### src/rtl/execute_alu_pkg.sv
// Shared ALU opcode constants, datapath width and divider state encoding for the
// execute stage. Decode's ALU control drives alu_op with these same codes.
package execute_alu_pkg;

    localparam int ALU_WIDTH = 32;

    // 4-bit operation codes carried from decode into execute.
    localparam logic [3:0] ALU_nop     = 4'd0;
    localparam logic [3:0] ALU_add     = 4'd1;
    localparam logic [3:0] ALU_sub     = 4'd2;
    localparam logic [3:0] ALU_AND     = 4'd3;
    localparam logic [3:0] ALU_OR      = 4'd4;
    localparam logic [3:0] ALU_sll     = 4'd5;
    localparam logic [3:0] ALU_sra     = 4'd6;
    localparam logic [3:0] ALU_slli    = 4'd7;
    localparam logic [3:0] ALU_slt     = 4'd8;
    localparam logic [3:0] ALU_rs_pass = 4'd9;
    localparam logic [3:0] ALU_div     = 4'd10;
    localparam logic [3:0] ALU_undef   = 4'd15;

    typedef enum logic [1:0] {
        DIV_IDLE,
        DIV_DIVIDE,
        DIV_FIXUP
    } div_state_t;

    // Ops that touch HI/LO and therefore must wait for an in-flight divide.
    function automatic logic is_hilo_op(input logic [3:0] op);
        return (op == ALU_div) || (op == ALU_rs_pass);
    endfunction

endpackage

### src/rtl/execute_alu_div_unit.sv
// Signed restoring divider: magnitudes are divided one quotient bit per cycle,
// then signs are restored in a single fix-up cycle.
module execute_alu_div_unit
    import execute_alu_pkg::*;
#(
    parameter int WIDTH = ALU_WIDTH
) (
    input  logic             clock,
    input  logic             reset_n,
    input  logic             start,
    input  logic [WIDTH-1:0] dividend,
    input  logic [WIDTH-1:0] divisor,
    output logic             busy,
    output logic             done,
    output logic [WIDTH-1:0] quotient,
    output logic [WIDTH-1:0] remainder,
    output logic             by_zero
);

    localparam int CW = $clog2(WIDTH);

    div_state_t       state;
    logic [CW-1:0]    count;
    logic [WIDTH-1:0] quo;        // holds |dividend| and shifts quotient bits in
    logic [WIDTH-1:0] rem;
    logic [WIDTH-1:0] dvs;        // |divisor|
    logic [WIDTH-1:0] dvd_raw;    // original dividend, returned as remainder on /0
    logic             neg_q;
    logic             neg_r;
    logic             zero;

    logic [WIDTH:0]   rem_shift;
    logic [WIDTH:0]   diff;
    logic [WIDTH-1:0] rem_next;
    logic             q_bit;

    function automatic logic [WIDTH-1:0] abs_val(input logic [WIDTH-1:0] v);
        return v[WIDTH-1] ? -v : v;
    endfunction

    // One restoring step: shift the next dividend bit into the remainder and trial-subtract.
    always_comb begin
        // NOTE: every always_comb output gets a default first so no path can infer a latch.
        rem_next  = '0;
        q_bit     = 1'b0;
        rem_shift = {rem, quo[WIDTH-1]};
        diff      = rem_shift - {1'b0, dvs};
        if (diff[WIDTH]) begin
            rem_next = rem_shift[WIDTH-1:0];
            q_bit    = 1'b0;
        end else begin
            rem_next = diff[WIDTH-1:0];
            q_bit    = 1'b1;
        end
    end

    // Divider FSM with its operand, remainder and iteration-count registers.
    always_ff @(posedge clock or negedge reset_n) begin
        // NOTE: sequential state is written with non-blocking assignments only, so every
        // register samples pre-edge values regardless of statement order.
        if (!reset_n) begin
            state   <= DIV_IDLE;
            count   <= '0;
            quo     <= '0;
            rem     <= '0;
            dvs     <= '0;
            dvd_raw <= '0;
            neg_q   <= 1'b0;
            neg_r   <= 1'b0;
            zero    <= 1'b0;
        end else begin
            case (state)
                DIV_IDLE: begin
                    if (start) begin
                        quo     <= abs_val(dividend);
                        dvs     <= abs_val(divisor);
                        rem     <= '0;
                        dvd_raw <= dividend;
                        neg_q   <= dividend[WIDTH-1] ^ divisor[WIDTH-1];
                        neg_r   <= dividend[WIDTH-1];
                        zero    <= (divisor == '0);
                        count   <= CW'(WIDTH - 1);
                        state   <= DIV_DIVIDE;
                    end
                end
                DIV_DIVIDE: begin
                    rem   <= rem_next;
                    quo   <= {quo[WIDTH-2:0], q_bit};
                    count <= count - 1'b1;
                    if (count == '0) begin
                        state <= DIV_FIXUP;
                    end
                end
                DIV_FIXUP: begin
                    state <= DIV_IDLE;
                end
                default: begin
                    state <= DIV_IDLE;
                end
            endcase
        end
    end

    // Sign fix-up is combinational and only consumed while done is high.
    assign busy      = (state != DIV_IDLE);
    assign done      = (state == DIV_FIXUP);
    assign by_zero   = done & zero;
    assign quotient  = zero  ? '1 : (neg_q ? -quo : quo);
    assign remainder = zero  ? dvd_raw : (neg_r ? -rem : rem);

endmodule

### src/rtl/execute_alu.sv
// Execute-stage ALU: single-cycle integer ops with a registered result, the HI/LO
// registers fed by a multi-cycle divider, and the HI/LO hazard stall.
module execute_alu
    import execute_alu_pkg::*;
#(
    parameter int WIDTH = ALU_WIDTH
) (
    input  logic             clock,
    input  logic             reset_n,
    input  logic             valid_in,
    input  logic [3:0]       alu_op,
    input  logic [WIDTH-1:0] operand_a,
    input  logic [WIDTH-1:0] operand_b,
    input  logic [4:0]       shamt,
    input  logic             slt_unsigned,
    input  logic             hilo_sel,
    output logic             stall,
    output logic [WIDTH-1:0] result,
    output logic             result_valid,
    output logic             div_busy,
    output logic             div_zero,
    output logic [WIDTH-1:0] hi,
    output logic [WIDTH-1:0] lo
);

    logic             accepted;
    logic             div_start;
    logic             div_done;
    logic             div_by_zero;
    logic [WIDTH-1:0] div_quo;
    logic [WIDTH-1:0] div_rem;
    logic             lt;
    logic [WIDTH-1:0] alu_result;

    // Only HI/LO consumers wait on the divider; everything else flows past it.
    assign stall     = valid_in & div_busy & is_hilo_op(alu_op);
    assign accepted  = valid_in & ~stall;
    assign div_start = accepted & (alu_op == ALU_div);

    assign lt = slt_unsigned ? (operand_a < operand_b)
                             : ($signed(operand_a) < $signed(operand_b));

    // Single-cycle operation select; unknown codes produce zero.
    always_comb begin
        alu_result = '0;
        case (alu_op)
            ALU_add:     alu_result = operand_a + operand_b;
            ALU_sub:     alu_result = operand_a - operand_b;
            ALU_AND:     alu_result = operand_a & operand_b;
            ALU_OR:      alu_result = operand_a | operand_b;
            ALU_sll:     alu_result = operand_b << shamt;
            ALU_sra:     alu_result = $signed(operand_b) >>> shamt;
            ALU_slli:    alu_result = operand_b << 16;
            ALU_slt:     alu_result = {{(WIDTH-1){1'b0}}, lt};
            ALU_rs_pass: alu_result = hilo_sel ? hi : lo;
            ALU_nop,
            ALU_undef:   alu_result = '0;
            default:     alu_result = '0;
        endcase
    end

    // Result register: loads on every accepted non-DIV op and holds otherwise.
    always_ff @(posedge clock or negedge reset_n) begin
        if (!reset_n) begin
            result       <= '0;
            result_valid <= 1'b0;
        end else if (accepted && (alu_op != ALU_div)) begin
            result       <= alu_result;
            result_valid <= 1'b1;
        end else begin
            result_valid <= 1'b0;
        end
    end

    // HI/LO are written only in the divider's fix-up cycle; div_zero pulses with that write.
    always_ff @(posedge clock or negedge reset_n) begin
        if (!reset_n) begin
            hi       <= '0;
            lo       <= '0;
            div_zero <= 1'b0;
        end else begin
            div_zero <= div_by_zero;
            if (div_done) begin
                hi <= div_rem;
                lo <= div_quo;
            end
        end
    end

    execute_alu_div_unit #(
        .WIDTH (WIDTH)
    ) u_div (
        .clock     (clock),
        .reset_n   (reset_n),
        .start     (div_start),
        .dividend  (operand_a),
        .divisor   (operand_b),
        .busy      (div_busy),
        .done      (div_done),
        .quotient  (div_quo),
        .remainder (div_rem),
        .by_zero   (div_by_zero)
    );

endmodule

### config.mk
export PLATFORM = sky130hd
export DESIGN_NAME = execute_alu
export DESIGN_NICKNAME = d
export VERILOG_FILES = /design/src/rtl/execute_alu_pkg.sv /design/src/rtl/execute_alu_div_unit.sv /design/src/rtl/execute_alu.sv
export SDC_FILE = /design/constraint.sdc
export NUM_CORES = 1
export LEC_CHECK = 0
export ABC_CLOCK_PERIOD_IN_PS = 4040
export BUFFER_PORTS_ARGS = -buffer_cell sky130_fd_sc_hd__buf_2
export CORE_UTILIZATION = 36
export CTS_BUF_LIST = sky130_fd_sc_hd__clkbuf_16
export DETAILED_ROUTE_END_ITERATION = 10
export MAX_ROUTING_LAYER = met4
export PLACE_DENSITY_LB_ADDON = 0.1
export SLEW_MARGIN = 25
export SYNTH_ARGS = -nofsm -noshare
export SYNTH_HDL_FRONTEND = slang
export SYNTH_SLANG_ARGS = --single-unit
### constraint.sdc
create_clock -name clock -period 4.04 [get_ports clock]
set_input_delay 0.808 -clock clock [delete_from_list [all_inputs] [get_ports clock]]
set_output_delay 0.808 -clock clock [all_outputs]
set_load 0.02 [all_outputs]
# Word-level counts from Yosys, hierarchy flattened
# Cells that the tools add are included.
[word_totals] reg_bits=236 in_bits=78 word_cells=81
[op_classes] add_sub_neg=8 magnitude_cmp=2 n_eq_ne=15 shifts=2 n_mux=21 n_bitwise=9 reduce_logical=10
[op_table] operator="$mux W32" n=10
[op_table] operator="$pmux W32 S9" n=1
[op_table] operator="$neg A32 Y32" n=4
[op_table] operator="$pmux W32 S2" n=2
[op_table] operator="$lt A32 B32 Y1" n=2
[op_table] operator="$sub A33 B32 Y33" n=1
[op_table] operator="$add A32 B32 Y32" n=1
[op_table] operator="$and A32 B32 Y32" n=1
[op_table] operator="$logic_not A32 Y1" n=1
[op_table] operator="$or A32 B32 Y32" n=1
[op_table] operator="$shl A32 B5 Y32" n=1
[op_table] operator="$sshr A32 B5 Y32" n=1
[op_table] operator="$sub A32 B32 Y32" n=1
[op_table] operator="$eq A4 B3 Y1 const B" n=4
[op_table] operator="$eq A4 B4 Y1 const B" n=3
[op_table] operator="$pmux W5 S2" n=1
[op_table] operator="$eq A4 B2 Y1 const B" n=2
[op_table] operator="$reduce_and A2 Y1" n=3
[op_table] operator="$and A1 B1 Y1" n=5
[op_table] operator="$logic_not A5 Y1" n=1
[op_table] operator="$mux W5" n=1
[op_table] operator="$sub A5 B1 Y5 const B" n=1
[op_table] operator="$eq A4 B1 Y1 const B" n=1
[op_table] operator="$mux W2" n=2
[op_table] operator="13 further kinds" n=16

# Logic depth before layout (Yosys ltp)
[logic_depth] word_depth=8 ltp_mapped=15 mapped_depth_nobuf=13

# Hierarchy
# Synthesis repeated with hierarchy kept, for this count alone.
[hier_totals] cells_unflattened=2789 area_unflattened_um2=22793.1
[by_module_without_submodules] mod="execute_alu" instances=1 cells_each=1503 area_each_um2=12497.0 seq_area_each_um2=2452.4
[by_module_without_submodules] mod="execute_alu_div_unit" instances=1 cells_each=1286 area_each_um2=10296.1 seq_area_each_um2=3428.3

# Worst setup path before layout
# OpenSTA, ideal clock, no wires.
[synth_path] path_type="input to register" startpoint="input port operand_b[10]" endpoint="register result[28]" setup_ns=0.094 arrival_time_ns=3.878 path_slack_ns=0.068 stages=13 path_buffers=2 cell_sequence="clkbuf_1 -> inv_1 -> ha_1 -> clkbuf_1 -> nand2b_1 -> a2111oi_0 -> nor3_1 -> and3_1 -> a221o_1 -> a21boi_0 -> o31a_1 -> nand2_1 -> a211oi_1"
[synth_between] elab_chain_cells=2 word_cells_on_any_way=5 cone_classes="2 x add/sub; 2 x shift; 1 x mux"
[synth_lines] item="start, declared" line="execute_alu.sv:13" text="input logic [WIDTH-1:0] operand_b,"
[synth_lines] item="$sub A32 B32 Y32 (tied with other cells)" line="execute_alu.sv:48" text="ALU_sub: alu_result = operand_a - operand_b;"
[synth_lines] item="$pmux W32 S9 *" line="execute_alu.sv:46" text="case (alu_op)"
[synth_lines] item="end signal, assigned" line="execute_alu.sv:68" text="result <= alu_result;"
[synth_lines] item="end, declared" line="execute_alu.sv:18" text="output logic [WIDTH-1:0] result,"
# Every way passes the cells marked *; elsewhere a longest branch is shown, timed or not.
# A chain may end at the register's enable or synchronous reset.

# Worst setup path after layout
[layout_path] startpoint="register u_div.quo[31]" endpoint="register u_div.rem[20]"
[layout_between] elab_chain_cells=3
[layout_lines] item="start, declared" line="execute_alu_div_unit.sv:24" text="logic [WIDTH-1:0] quo;"
[layout_lines] item="start signal, assigned" line="execute_alu_div_unit.sv:75" text="quo <= abs_val(dividend);"
[layout_lines] item="start signal, assigned" line="execute_alu_div_unit.sv:88" text="quo <= {quo[WIDTH-2:0], q_bit};"
[layout_lines] item="$sub A33 B32 Y33" line="execute_alu_div_unit.sv:47" text="diff = rem_shift - {1'b0, dvs};"
[layout_lines] item="$mux W32" line="execute_alu_div_unit.sv:48" text="if (diff[WIDTH]) begin"
[layout_lines] item="$pmux W32 S2" line="execute_alu_div_unit.sv:72" text="case (state)"
[layout_lines] item="end signal, assigned" line="execute_alu_div_unit.sv:87" text="rem <= rem_next;"
[layout_lines] item="end, declared" line="execute_alu_div_unit.sv:25" text="logic [WIDTH-1:0] rem;"
# No other way between the ends.

==> metrics.csv <==
stage,metric,value,unit
outcome,outcome,finished clean,
clock_network,cts_hold_buf,0,
routing,detail-route-antenna-nets,0,
timing,finClkSkew,32.46,ps
routing,wl_per_cell,29.40,um
logic_synthesis,syn_inst,2746,
logic_synthesis,synth.distinct_cells,79,
place,dpl.hpwl,90.59,mm
power,powerDensity,587.7,nW/um^2
clock_network,cts.sinks,235,
timing,fin_ws,146.0,ps
timing,drv_slew,0,
floorplan,die_w,250.3,um
clock_network,cts_buffer_depth,3,
clock_network,cts_made_buffers,29,
routing,finalWirelength,112.5,mm
final_layout,area_delta_synth_final,19.57,%
logic_synthesis,synth_top_flop_cell,dfrtp_1,
power,ir_drop,0.3922,mV
hold_path,hp-class,input pin to async pin,
floorplan,dieArea,62630,um^2
setup_path,startpoint,u_div.quo[31],
final_layout,layout.nets,3230,
floorplan,rows,90,
global_routing,grt_antenna_before_repair,5,
routing,vias,23570,
global_routing,grt_overflow,0,
logic_synthesis,ys_ff_latch,235,
final_layout,fin_cells,3826,
clock_network,clk_pin_slew,60,ps
logic_synthesis,syn_area,22190,um^2
global_routing,grt_max_degree,114,
timing,period_share,96.39,%
clock_network,clock_latency,610,ps
setup_path,critical_path.max_fanout,7,
global_routing,grt_usage,36.18,%
routing,drt_iter0_markers,2386,
clock_network,htreeDepth,1,
logic_synthesis,yosysSeqAreaShare,26.50,%
timing,timing.hold.ws,214.9,ps
timing,setup_viol,0,
place,pre_cts_slack,-171.3,ps
global_routing,grt_first_pass_wirelength,160.7,mm
final_layout,post-route-util,43.79,%
logic_synthesis,yosysWarnings,0,
setup_path,crit_required,4530,ps
job,drv_cap,0,
clock_network,cts_tree,done,
setup_path,startpoint_type,flop,
setup_path,end_kind,flop,
setup_path,critical_path_class,flop to flop,
place,io_buffers,177,
floorplan,core,60580,um^2
timing,layout_min_cycle_time,3894,ps
timing,final_hold_viol_count,0,
place,gp_congestion,1.023,
floorplan,start_util,36.63,%
timing,tightest_slew,988.5,ps
routing,drc_errors,0,
power,total_leakage_power,11.94,nW
logic_synthesis,avgSynthCellArea,8.080,um^2
routing,via_per_inst,6.162,
final_layout,fill_cells,6209,
final_layout,drive_gt1_share,19.95,%
place,place_inst,3761,
logic_synthesis,syn_nets,2961,
floorplan,boundaryPins,178,
routing,drt_pass1_iterations,7,
timing,max-slew-margin-rel,33.89,%
timing,max_freq,256.8,MHz
logic_synthesis,synth_edf_count,0,
setup_path,r2r_start,u_div.quo[31],
setup_path,cp_data_arrival_time,4390,ps
clock_network,cts-root-buf,clkbuf_16,
global_routing,grt_pass1_vias,22370,
logic_synthesis,ys_async_sr_fraction,100.0,%
floorplan,dieHeight,250.3,um
-- per-layer routing --
metal	track usage, %	vias to the layer above	wire (um)
li1	-	10630	-
met1	48.92	11640	49600
met2	55.40	1128	49900
met3	3.783	182	7829
met4	14.27	0	5168
met5	-	-	0
-- worst max-delay path, stage by stage, from the launching register on --
cell and delay [ps]:
dfrtp_1 410, inv_2 80, ha_2 170, inv_1 50
fa_2 360, a211oi_2 230, o211ai_1 150, a311o_2 450
a2111oi_4 310, buf_4 200, or4_4 140, and2_1 190
a311oi_4 110, buf_6 170, clkbuf_16 160, or2_2 410
o21ai_0 220
-- power breakdown --
part / total [mW] / internal, mW / switching (mW)
Sequential: 4.16 / 3.12 / 1.04
Clock: 2.67 / 1.56 / 1.11
Combinational: 8.76 / 3.59 / 5.17
Total: 15.6 / 8.27 / 7.32
-- final cells by class --
type | instances | area, um^2 | area share [%]
Clock inverter | 25 | 229.0 | 0.8630
Multi-Input combinational cell | 2164 | 15120 | 56.97
Clock buffer | 29 | 725.7 | 2.735
Timing Repair Buffer | 446 | 3064 | 11.55
Sequential cell | 235 | 5882 | 22.17
Inverter | 139 | 521.8 | 1.967
Tap cell | 782 | 978.4 | 3.688
Antenna cell | 6 | 15.01 | 0.05659
-- cells in the final DEF (no fill, tap or decap), types with 21 or more instances in the layout --
master / instances
clkbuf_16: 30
a221oi_1: 27
xnor2_1: 79
inv_1: 140
nand2_1: 257
dfrtp_1: 234
mux4_2: 65
or3_1: 29
nor2_1: 246
a211oi_1: 25
o31ai_1: 44
buf_2: 175
mux2i_1: 99
ha_1: 133
a21o_1: 28
o22ai_1: 32
buf_4: 258
a22oi_1: 34
nor3_1: 53
nand3_1: 73
o211ai_1: 33
o21ai_0: 288
o21a_1: 29
a21oi_1: 202
xor2_1: 63
nand2b_1: 21
-- Yosys cell counts (9+ instances only) --
cell type  instances  area share [%]
a2111oi_0         10            0.39
a211oi_1          26            0.88
a21o_1            28            0.95
a21oi_1          202             4.6
a221o_1           17            0.77
a221oi_1          27             1.1
a22o_1            12            0.47
a22oi_1           34             1.2
a31oi_1           14            0.39
and3_1            12            0.34
buf_1             29            0.49
clkbuf_1         175             3.0
dfrtp_1          235              27
ha_1             134             7.6
inv_1            136             2.3
mux2i_1           99             4.5
mux4_2            65             6.6
nand2_1          257             4.3
nand2b_1          23            0.65
nand3_1           73             1.6
nand4_1           17            0.48
nor2_1           248             4.2
nor2b_1           18            0.51
nor3_1            58             1.3
nor4_1            17            0.48
o211ai_1          33             1.1
o21a_1            29            0.98
o21ai_0          290             6.5
o21bai_1          12            0.41
o221ai_1          13            0.51
o22ai_1           32            0.90
o31ai_1           44             1.5
o41ai_1           16            0.63
or2_2              9            0.25
or3_1             29            0.82
or4_1             12            0.41
xnor2_1           79             3.1
xor2_1            63             2.5
-- stage by stage --
stage | cell area, um^2 | TNS (ps) | total power [mW]
after floorplan | 22190 | 0 | 9.376
after global placement | 25460 | -344.3 | 12.40
after detailed placement | 25470 | -340.5 | 12.54
after CTS | 26420 | 0 | 15.26
after global routing | 26520 | -2.452 | 16.61
final | 26530 | 0 | 15.59
-- state kept, by name, indices dropped and copies added, names as in the netlist --
| signal | cells |
|---|---|
| hi | 32 |
| lo | 32 |
| result | 32 |
| u_div.dvs | 32 |
| u_div.quo | 32 |
| u_div.rem | 32 |
| u_div.dvd_raw | 31 |
| u_div.count | 5 |
| u_div.state | 2 |
| div_zero | 1 |
| result_valid | 1 |
| u_div.neg_q | 1 |
| u_div.neg_r | 1 |
| u_div.zero | 1 |
-- worst paths after layout --
path / to / slack [ps] / cells past startpoint
worst max-delay path: u_div.rem[20] / 150 / 16
worst min-delay path: div_zero / 210 / 1
worst max register to register: u_div.rem[20] / 150 / 16
worst min register to register: result[18] / 480 / 2
max in group asynchronous: u_div.quo[20] / 2840 / 2
min in group clock: result[18] / 480 / 2
-- logic make-up after synthesis --
kind of cell | after synthesis | share of synthesized area (%)
adder cells (fa/ha/maj) | 137 | 7.827
AO/OA/AOI/OAI | 912 | 26.23
buffers and inverters | 347 | 5.915
XOR/XNOR | 142 | 5.605
AND/OR/NAND/NOR | 805 | 16.66
flip-flops | 235 | 26.50
multiplexers | 168 | 11.27
-- what timing repair did --
action,4_1_cts,5_1_grt
resized for setup,0,13
setup buffers,0,4
endpoints found under the setup margin,0,33
No activity file was read; power rests on OpenSTA's default activity.
